[config.mk]
export PLATFORM = sky130hd
export DESIGN_NAME = cla_adder_pipe
export DESIGN_NICKNAME = d
export VERILOG_FILES = /design/src/rtl/cla_adder_pipe.sv
export SDC_FILE = /design/constraint.sdc
export NUM_CORES = 1
export LEC_CHECK = 0
export CAP_MARGIN = 20
export CORE_MARGIN = 4
export CORE_UTILIZATION = 30
export CTS_CLUSTER_SIZE = 28
export DETAILED_ROUTE_END_ITERATION = 8
export GPL_TIMING_DRIVEN = 0
export SLEW_MARGIN = 20
export SYNTH_ARGS = -nofsm -noshare
export SYNTH_HDL_FRONTEND = slang
export SYNTH_SLANG_ARGS = --single-unit
[constraint.sdc]
create_clock -name clk -period 2.75 [get_ports clk]
set_input_delay 0.6875 -clock clk [delete_from_list [all_inputs] [get_ports clk]]
set_output_delay 0.6875 -clock clk [all_outputs]
set_load 0.1 [all_outputs]
[src/rtl/cla_adder_pipe.sv]
// Two-stage pipelined carry-lookahead adder/subtractor (A+B+cin or A-B-cin) with flags.
// Latency: a beat captured at clock edge N appears on the outputs after edge N+1 (two registers).
// Backpressure: holds up to two beats under out_ready=0; in_ready depends only on out_ready and state.
//
// Ports:
//   clk, rst                 clock, asynchronous active-high reset
//   in_valid/in_ready        operand handshake (a, b, cin, sub)
//   out_valid/out_ready      result handshake (sum, cout, ovf, zero)
//   cout                     carry-out; in subtract mode 1 means "no borrow"
//   ovf                      two's complement overflow
//   zero                     sum == 0
module cla_adder_pipe #(
  parameter int WIDTH = 16,
  parameter int GROUP = 4
) (
  input  logic             clk,
  input  logic             rst,
  input  logic             in_valid,
  output logic             in_ready,
  input  logic [WIDTH-1:0] a,
  input  logic [WIDTH-1:0] b,
  input  logic             cin,
  input  logic             sub,
  output logic             out_valid,
  input  logic             out_ready,
  output logic [WIDTH-1:0] sum,
  output logic             cout,
  output logic             ovf,
  output logic             zero
);

  localparam int NG = WIDTH / 4;

  if (GROUP != 4) begin : g_bad_group
    $error("cla_adder_pipe: GROUP must be 4");
  end
  if ((WIDTH < 4) || ((WIDTH % 4) != 0)) begin : g_bad_width
    $error("cla_adder_pipe: WIDTH must be a multiple of 4 and >= 4");
  end

  // ---------------- operand prep and bit/group propagate-generate ----------------
  logic [WIDTH-1:0] b_eff, bit_p, bit_g;
  logic             c_eff;
  logic [NG-1:0]    grp_p, grp_g;

  always_comb begin
    // Subtraction is A + ~B + 1; a borrow-in flips that implicit +1 away.
    b_eff = sub ? ~b : b;
    c_eff = cin ^ sub;
    bit_p = a ^ b_eff;
    bit_g = a & b_eff;
    grp_p = '0;
    grp_g = '0;
    for (int k = 0; k < NG; k++) begin
      grp_p[k] = &bit_p[4*k +: 4];
      grp_g[k] = bit_g[4*k+3]
               | (bit_p[4*k+3] & bit_g[4*k+2])
               | (bit_p[4*k+3] & bit_p[4*k+2] & bit_g[4*k+1])
               | (bit_p[4*k+3] & bit_p[4*k+2] & bit_p[4*k+1] & bit_g[4*k]);
    end
  end

  // ---------------- pipeline control ----------------
  logic s1_valid;
  logic s1_en, s2_en;

  assign s2_en    = !out_valid || out_ready;
  assign s1_en    = !s1_valid || s2_en;
  assign in_ready = s1_en;

  // ---------------- stage 1 registers ----------------
  logic [WIDTH-1:0] s1_p, s1_g;
  logic             s1_c;
  logic [NG-1:0]    s1_gp, s1_gg;

  always_ff @(posedge clk or posedge rst) begin
    if (rst) begin
      s1_valid <= 1'b0;
      s1_p     <= '0;
      s1_g     <= '0;
      s1_c     <= 1'b0;
      s1_gp    <= '0;
      s1_gg    <= '0;
    end else if (s1_en) begin
      s1_valid <= in_valid;
      if (in_valid) begin
        s1_p  <= bit_p;
        s1_g  <= bit_g;
        s1_c  <= c_eff;
        s1_gp <= grp_p;
        s1_gg <= grp_g;
      end
    end
  end

  // ---------------- stage 2: lookahead carry resolution ----------------
  // grp_c[k] is the carry into group k; grp_c[NG] is the final carry-out.
  // Each group carry is built as a flat sum of products over the group P/G.
  logic [NG:0] grp_c;

  always_comb begin
    logic acc, prod;
    grp_c = '0;
    for (int k = 0; k <= NG; k++) begin
      acc  = 1'b0;
      prod = 1'b1;
      for (int j = NG - 1; j >= 0; j--) begin
        if (j < k) begin
          acc  = acc | (prod & s1_gg[j]);
          prod = prod & s1_gp[j];
        end
      end
      grp_c[k] = acc | (prod & s1_c);
    end
  end

  // Carry into every bit, rippled only inside each 4-bit group from its group carry-in.
  logic [WIDTH-1:0] bit_c;

  always_comb begin
    logic carry;
    bit_c = '0;
    for (int k = 0; k < NG; k++) begin
      carry = grp_c[k];
      for (int i = 0; i < 4; i++) begin
        bit_c[4*k+i] = carry;
        carry = s1_g[4*k+i] | (s1_p[4*k+i] & carry);
      end
    end
  end

  logic [WIDTH-1:0] nxt_sum;
  assign nxt_sum = s1_p ^ bit_c;

  // ---------------- stage 2 registers ----------------
  always_ff @(posedge clk or posedge rst) begin
    if (rst) begin
      out_valid <= 1'b0;
      sum       <= '0;
      cout      <= 1'b0;
      ovf       <= 1'b0;
      zero      <= 1'b0;
    end else if (s2_en) begin
      out_valid <= s1_valid;
      if (s1_valid) begin
        sum  <= nxt_sum;
        cout <= grp_c[NG];
        ovf  <= bit_c[WIDTH-1] ^ grp_c[NG];
        zero <= ~|nxt_sum;
      end
    end
  end

endmodule

### Word level (Yosys, flattened, before mapping)

Cells that the tools add are included.

| operators by class | value |
|---|---|
| multiplexer cells | 1 |
| bitwise logic cells | 88 |
| reduce and logical (&&, ||, !) cells | 12 |

Operators with widths:

| cell | count |
|---|---|
| 1-bit bitwise AND | 48 |
| 1-bit OR | 34 |
| 16-bit XOR | 2 |
| 16-bit bitwise AND | 1 |
| 16-bit 2-to-1 mux | 1 |
| 16-bit inverter | 1 |
| 4-bit AND reduction | 4 |
| 16-bit OR reduction | 1 |
| 2-bit AND reduction | 2 |
| 1-bit zero test | 3 |
| 1-bit logical OR | 2 |
| 1-bit XOR | 2 |

| word-level totals | value |
|---|---|
| register bits | 61 |
| bits of input ports | 38 |
| output and inout bits | 21 |
| logic and storage cells | 112 |

### Depth between registers and ports, before layout

| depth | value |
|---|---|
| word-level depth | 13 |
| depth in mapped cells | 11 |
| gate-level depth less buffers | 11 |

### Worst setup path before layout

OpenSTA, ideal clock, no wires.

| path | value |
|---|---|
| kind | reg2reg |
| from | register s1_c |
| to | register ovf |
| setup time | 0.124 ns |
| data arrival time | 2.498 ns |
| path slack | 0.129 ns |
| cell stages (with the launch flop) | 12 |
| period minus slack after synthesis | 2.621 ns |
| cell sequence | dfrtp_1 a21o_1 a31o_2 ha_1 or2_2 ha_1 or2_2 ha_1 nor2_2 nand4bb_1 mux2i_1 a211o_1 |

| on the way | value |
|---|---|
| longest elaborated chain between the ends | 9 |

Ends and longest elaborated chain:

| item | line | source |
|---|---|---|
| start, declared | 73 | `logic s1_c;` |
| start signal, assigned | 81 | `s1_c <= 1'b0;` |
| start signal, assigned | 89 | `s1_c <= c_eff;` |
| 1-bit bitwise AND | 113 | `grp_c[k] = acc \| (prod & s1_c);` |
| 1-bit OR | 113 |  |
| 1-bit bitwise AND | 127 | `carry = s1_g[4*k+i] \| (s1_p[4*k+i] & carry);` |
| 1-bit OR | 127 |  |
| 1-bit bitwise AND | 127 |  |
| 1-bit OR | 127 |  |
| 1-bit bitwise AND | 127 |  |
| 1-bit OR | 127 |  |
| 1-bit XOR (*) | 148 | `ovf <= bit_c[WIDTH-1] ^ grp_c[NG];` |
| end signal, assigned | 148 |  |
| end, declared | 28 | `output logic ovf,` |

Every way passes the cells marked *; elsewhere a longest branch is shown, timed or not.
A chain may end at the register's enable or synchronous reset.

### Worst setup path in the final report

| path | value |
|---|---|
| from | register s1_c |
| to | register zero |

RTL lines:

| item | line | source |
|---|---|---|
| 1-bit bitwise AND | 113 |  |
| 1-bit OR | 113 |  |
| 1-bit bitwise AND | 127 |  |
| 1-bit OR | 127 |  |
| 1-bit bitwise AND | 127 |  |
| 1-bit OR | 127 |  |
| 16-bit XOR | 133 | `assign nxt_sum = s1_p ^ bit_c;` |
| via nxt_sum[6] | 132 | `logic [WIDTH-1:0] nxt_sum;` |
| 16-bit OR reduction | 149 | `zero <= ~\|nxt_sum;` |
| 1-bit zero test | 149 |  |
| end signal, assigned | 149 |  |
| end, declared | 29 | `output logic zero` |

The timed path passes the listed nets, and every way through them passes these cells.

==> flow_metrics.env <==
export IMPL_status="completed"
export IMPL_fin_ws_ns=0.0844
export IMPL_grt_pass1_vias=2191
export IMPL_max_vdd_ir_drop_mv=0.715
export IMPL_synth_area_top_cells="dfrtp_1 (47%), mux2_4 (13%), ha_1 (11%)"
export IMPL_cp_end_kind="register"
export IMPL_start_kind="register"
export IMPL_finalNonFillerCells=448
export IMPL_clock_path_buffers=2
export IMPL_synth_top_cell_by_area="dfrtp_1"
export IMPL_cts_hold_buf=0
export IMPL_hold_path_class="reg -> reg"
export IMPL_tightestPinTransition_ns=0.984
export IMPL_synthesis_area_um2=3120
export IMPL_syn_num_nets=303
export IMPL_post_route_drc_count=0
export IMPL_fp_dieW_um=110
export IMPL_post_synth_top_count_cell="dfrtp_1"
export IMPL_routabilityCongestion=0.750
export IMPL_topRoutingLayerUsed="met4"
export IMPL_cts_buffers=9
export IMPL_dieHeight_um=110
export IMPL_cts_root_buf="clkbuf_8"
export IMPL_async_reset_ff_share_pct=100
export IMPL_clk_pin_slew_ns=0.06
export IMPL_cp_data_required_time_ns=2.98
export IMPL_dieArea_um2=12100
export IMPL_grt_max_degree=49
export IMPL_period_minus_slack_ns=2.67
export IMPL_overflow=0
export IMPL_drv_slew=0
export IMPL_cap_violations=0
export IMPL_hold_viol_final=0
export IMPL_crit_type="reg -> reg"
export IMPL_dr_wl_met3_um=357
export IMPL_drtIter0Drc=61
export IMPL_intPower_mw=2.19
export IMPL_seq_area_frac_synth_pct=46.6
export IMPL_gr_usage_all_layers_pct=12.3
export IMPL_antenna_found_initial=0
export IMPL_arrival_ns=2.90
export IMPL_via_count=2067
export IMPL_wl_met2_um=3280
export IMPL_clk_latency_ns=0.33
export IMPL_synth_edf_count=0
export IMPL_utilization_pct=41.9
export IMPL_setup_viol=0
export IMPL_worst_hold_slack_ns=0.477
export IMPL_netlist_instances=237
export IMPL_synth_seq_cells=58
export IMPL_nets=378
export IMPL_wire_per_inst_um=15.1
export IMPL_clkPwrFrac_pct=15.9
export IMPL_yosysUniqueCellTypes=33
export IMPL_insertedDiodeCount=0
export IMPL_post_route_period_util_pct=96.9
export IMPL_place_inst=428
export IMPL_cts_tree="done"
export IMPL_relSlewSlack_pct=34.2
export IMPL_cp_max_fo=3
export IMPL_yosysTopAreaCellShare_pct=46.6
export IMPL_netSwitchingPower_mw=1.85
export IMPL_pwr_share_seq_pct=30.9
export IMPL_met1_length_um=3060
export IMPL_wl_um=6760
export IMPL_power_leakage_nw=1.95
export IMPL_syn_to_final_growth_pct=33.8
export IMPL_post_place_ws_ns=-0.439
export IMPL_power_density_nw_per_um2=969
export IMPL_syn_area_per_cell_um2=13.2
export IMPL_grt_pass1_wl_um=11300
export IMPL_fmax_ghz=0.375
export IMPL_sw_frac_of_total_pct=45.9
export IMPL_drive_gt1_share_pct=27.6
export IMPL_drtAntennaViolNets=0
export IMPL_synth_commonest_cells="dfrtp_1 (58), ha_1 (28), mux2_4 (26), xor2_1 (20), nand2_1 (16)"
export IMPL_avgViaCountPerCell=4.61
export IMPL_rows=36
export IMPL_place_detailed_hpwl_um=5170
export IMPL_yosys_warnings=0
export IMPL_first_pass_iters=4
export IMPL_fin_skew_ns=0.00636
export IMPL_clock_sinks=58
export IMPL_combinationalPowerShare_pct=53.2
export IMPL_synthFlopType="dfrtp_1"
export IMPL_num_io_pins=59
export IMPL_core_area_um2=9950
export IMPL_portBuffers=57
export IMPL_start_util_pct=31.3
export IMPL_cts_max_level=3
==> kinds of logic after synthesis <==
family / count (synthesis) / synth area share, %
AOI/OAI and AO/OA: 34 / 6.66
xor gates and xnor gates: 21 / 5.90
adders and majority gates: 28 / 11.2
buffers and inverters: 9 / 2.93
DFF: 58 / 46.6
muxes: 41 / 17.9
and+or+nand+nor: 46 / 8.79
==> metrics by stage <==
step	setup TNS, ns	total power [mW]	cell area [µm²]
3_5_place_dp	-0.628	3.30	3880
4_1_cts	0	4.02	4090
3_3_place_gp	-28.62	3.27	3850
6_report	0	4.04	4170
2_1_floorplan	0	2.76	3120
5_1_grt	-0.00808	4.27	4170
==> power by group through the flow <==
stage	clock network (mW)	logic, mW	registers (mW)
3_3_place_gp	0	2.03	1.25
2_1_floorplan	0	0.603	2.16
4_1_cts	0.665	2.11	1.24
5_1_grt	0.710	2.28	1.28
3_5_place_dp	0	2.05	1.25
6_report	0.641	2.15	1.25
==> layout make-up <==
class / instances / area, µm²
Buffer: 8 / 87.6
Inverter: 1 / 6.26
Tap cell: 133 / 166
Timing Repair Buffer: 64 / 644
Fill cell: 943 / 5790
Sequential cell: 58 / 1450
Multi-Input combinational cell: 170 / 1660
Clock buffer: 14 / 153
==> state kept, by name, indices dropped and copies added (netlist names) <==
register   flops
s1_gg          4
s1_valid       1
s1_c           1
zero           1
s1_g          12
s1_gp          4
out_valid      1
sum           16
ovf            1
s1_p          16
cout           1
==> layout by cell type, fill, tap and decap left out, types with 10 or more instances in the layout <==
master	count
clkdlybuf4s50_1	56
o21ai_0	14
mux2_2	12
ha_1	26
nand2_1	16
clkbuf_8	10
xor2_1	17
a21o_1	11
mux2_4	26
dfrtp_1	58
==> repair_timing <==
| item | 4_1_cts | 5_1_grt |
|---|---|---|
| resized for setup | 9 | 8 |
| setup endpoints to repair | 3 | 4 |
| setup buffers | 2 | 4 |
| gates cloned | 0 | 0 |
| pin swaps | 6 | 8 |
==> final timing paths <==
path / from / end / slack (ns) / cells past startpoint
worst max register to register: s1_c / zero / 0.08 / 9
max in group asynchronous: rst / ovf / 1.65 / 3
worst min-delay path: cout / cout / 0.48 / 2
worst max-delay path: s1_c / zero / 0.08 / 9
worst min register to register: cout / cout / 0.48 / 2
min in group asynchronous: rst / s1_gp[0] / 0.62 / 2
==> worst max-delay path, cell delays in order (launching register included) <==
cell and delay [ns]:
dfrtp_1 0.40, a21o_1 0.23, ha_1 0.20, or2_2 0.27
ha_1 0.18, or2_2 0.27, ha_1 0.34, nor4_1 0.29
nand3_1 0.17, o31ai_1 0.23
==> per-layer routing <==
metal / track usage [%] / vias up
met5: 0 / -
met1: 15.7 / 1026
met2: 20.2 / 42
li1: - / 992
met3: 4.11 / 7
met4: 2.67 / 0
(Power assumes the default switching activity.)
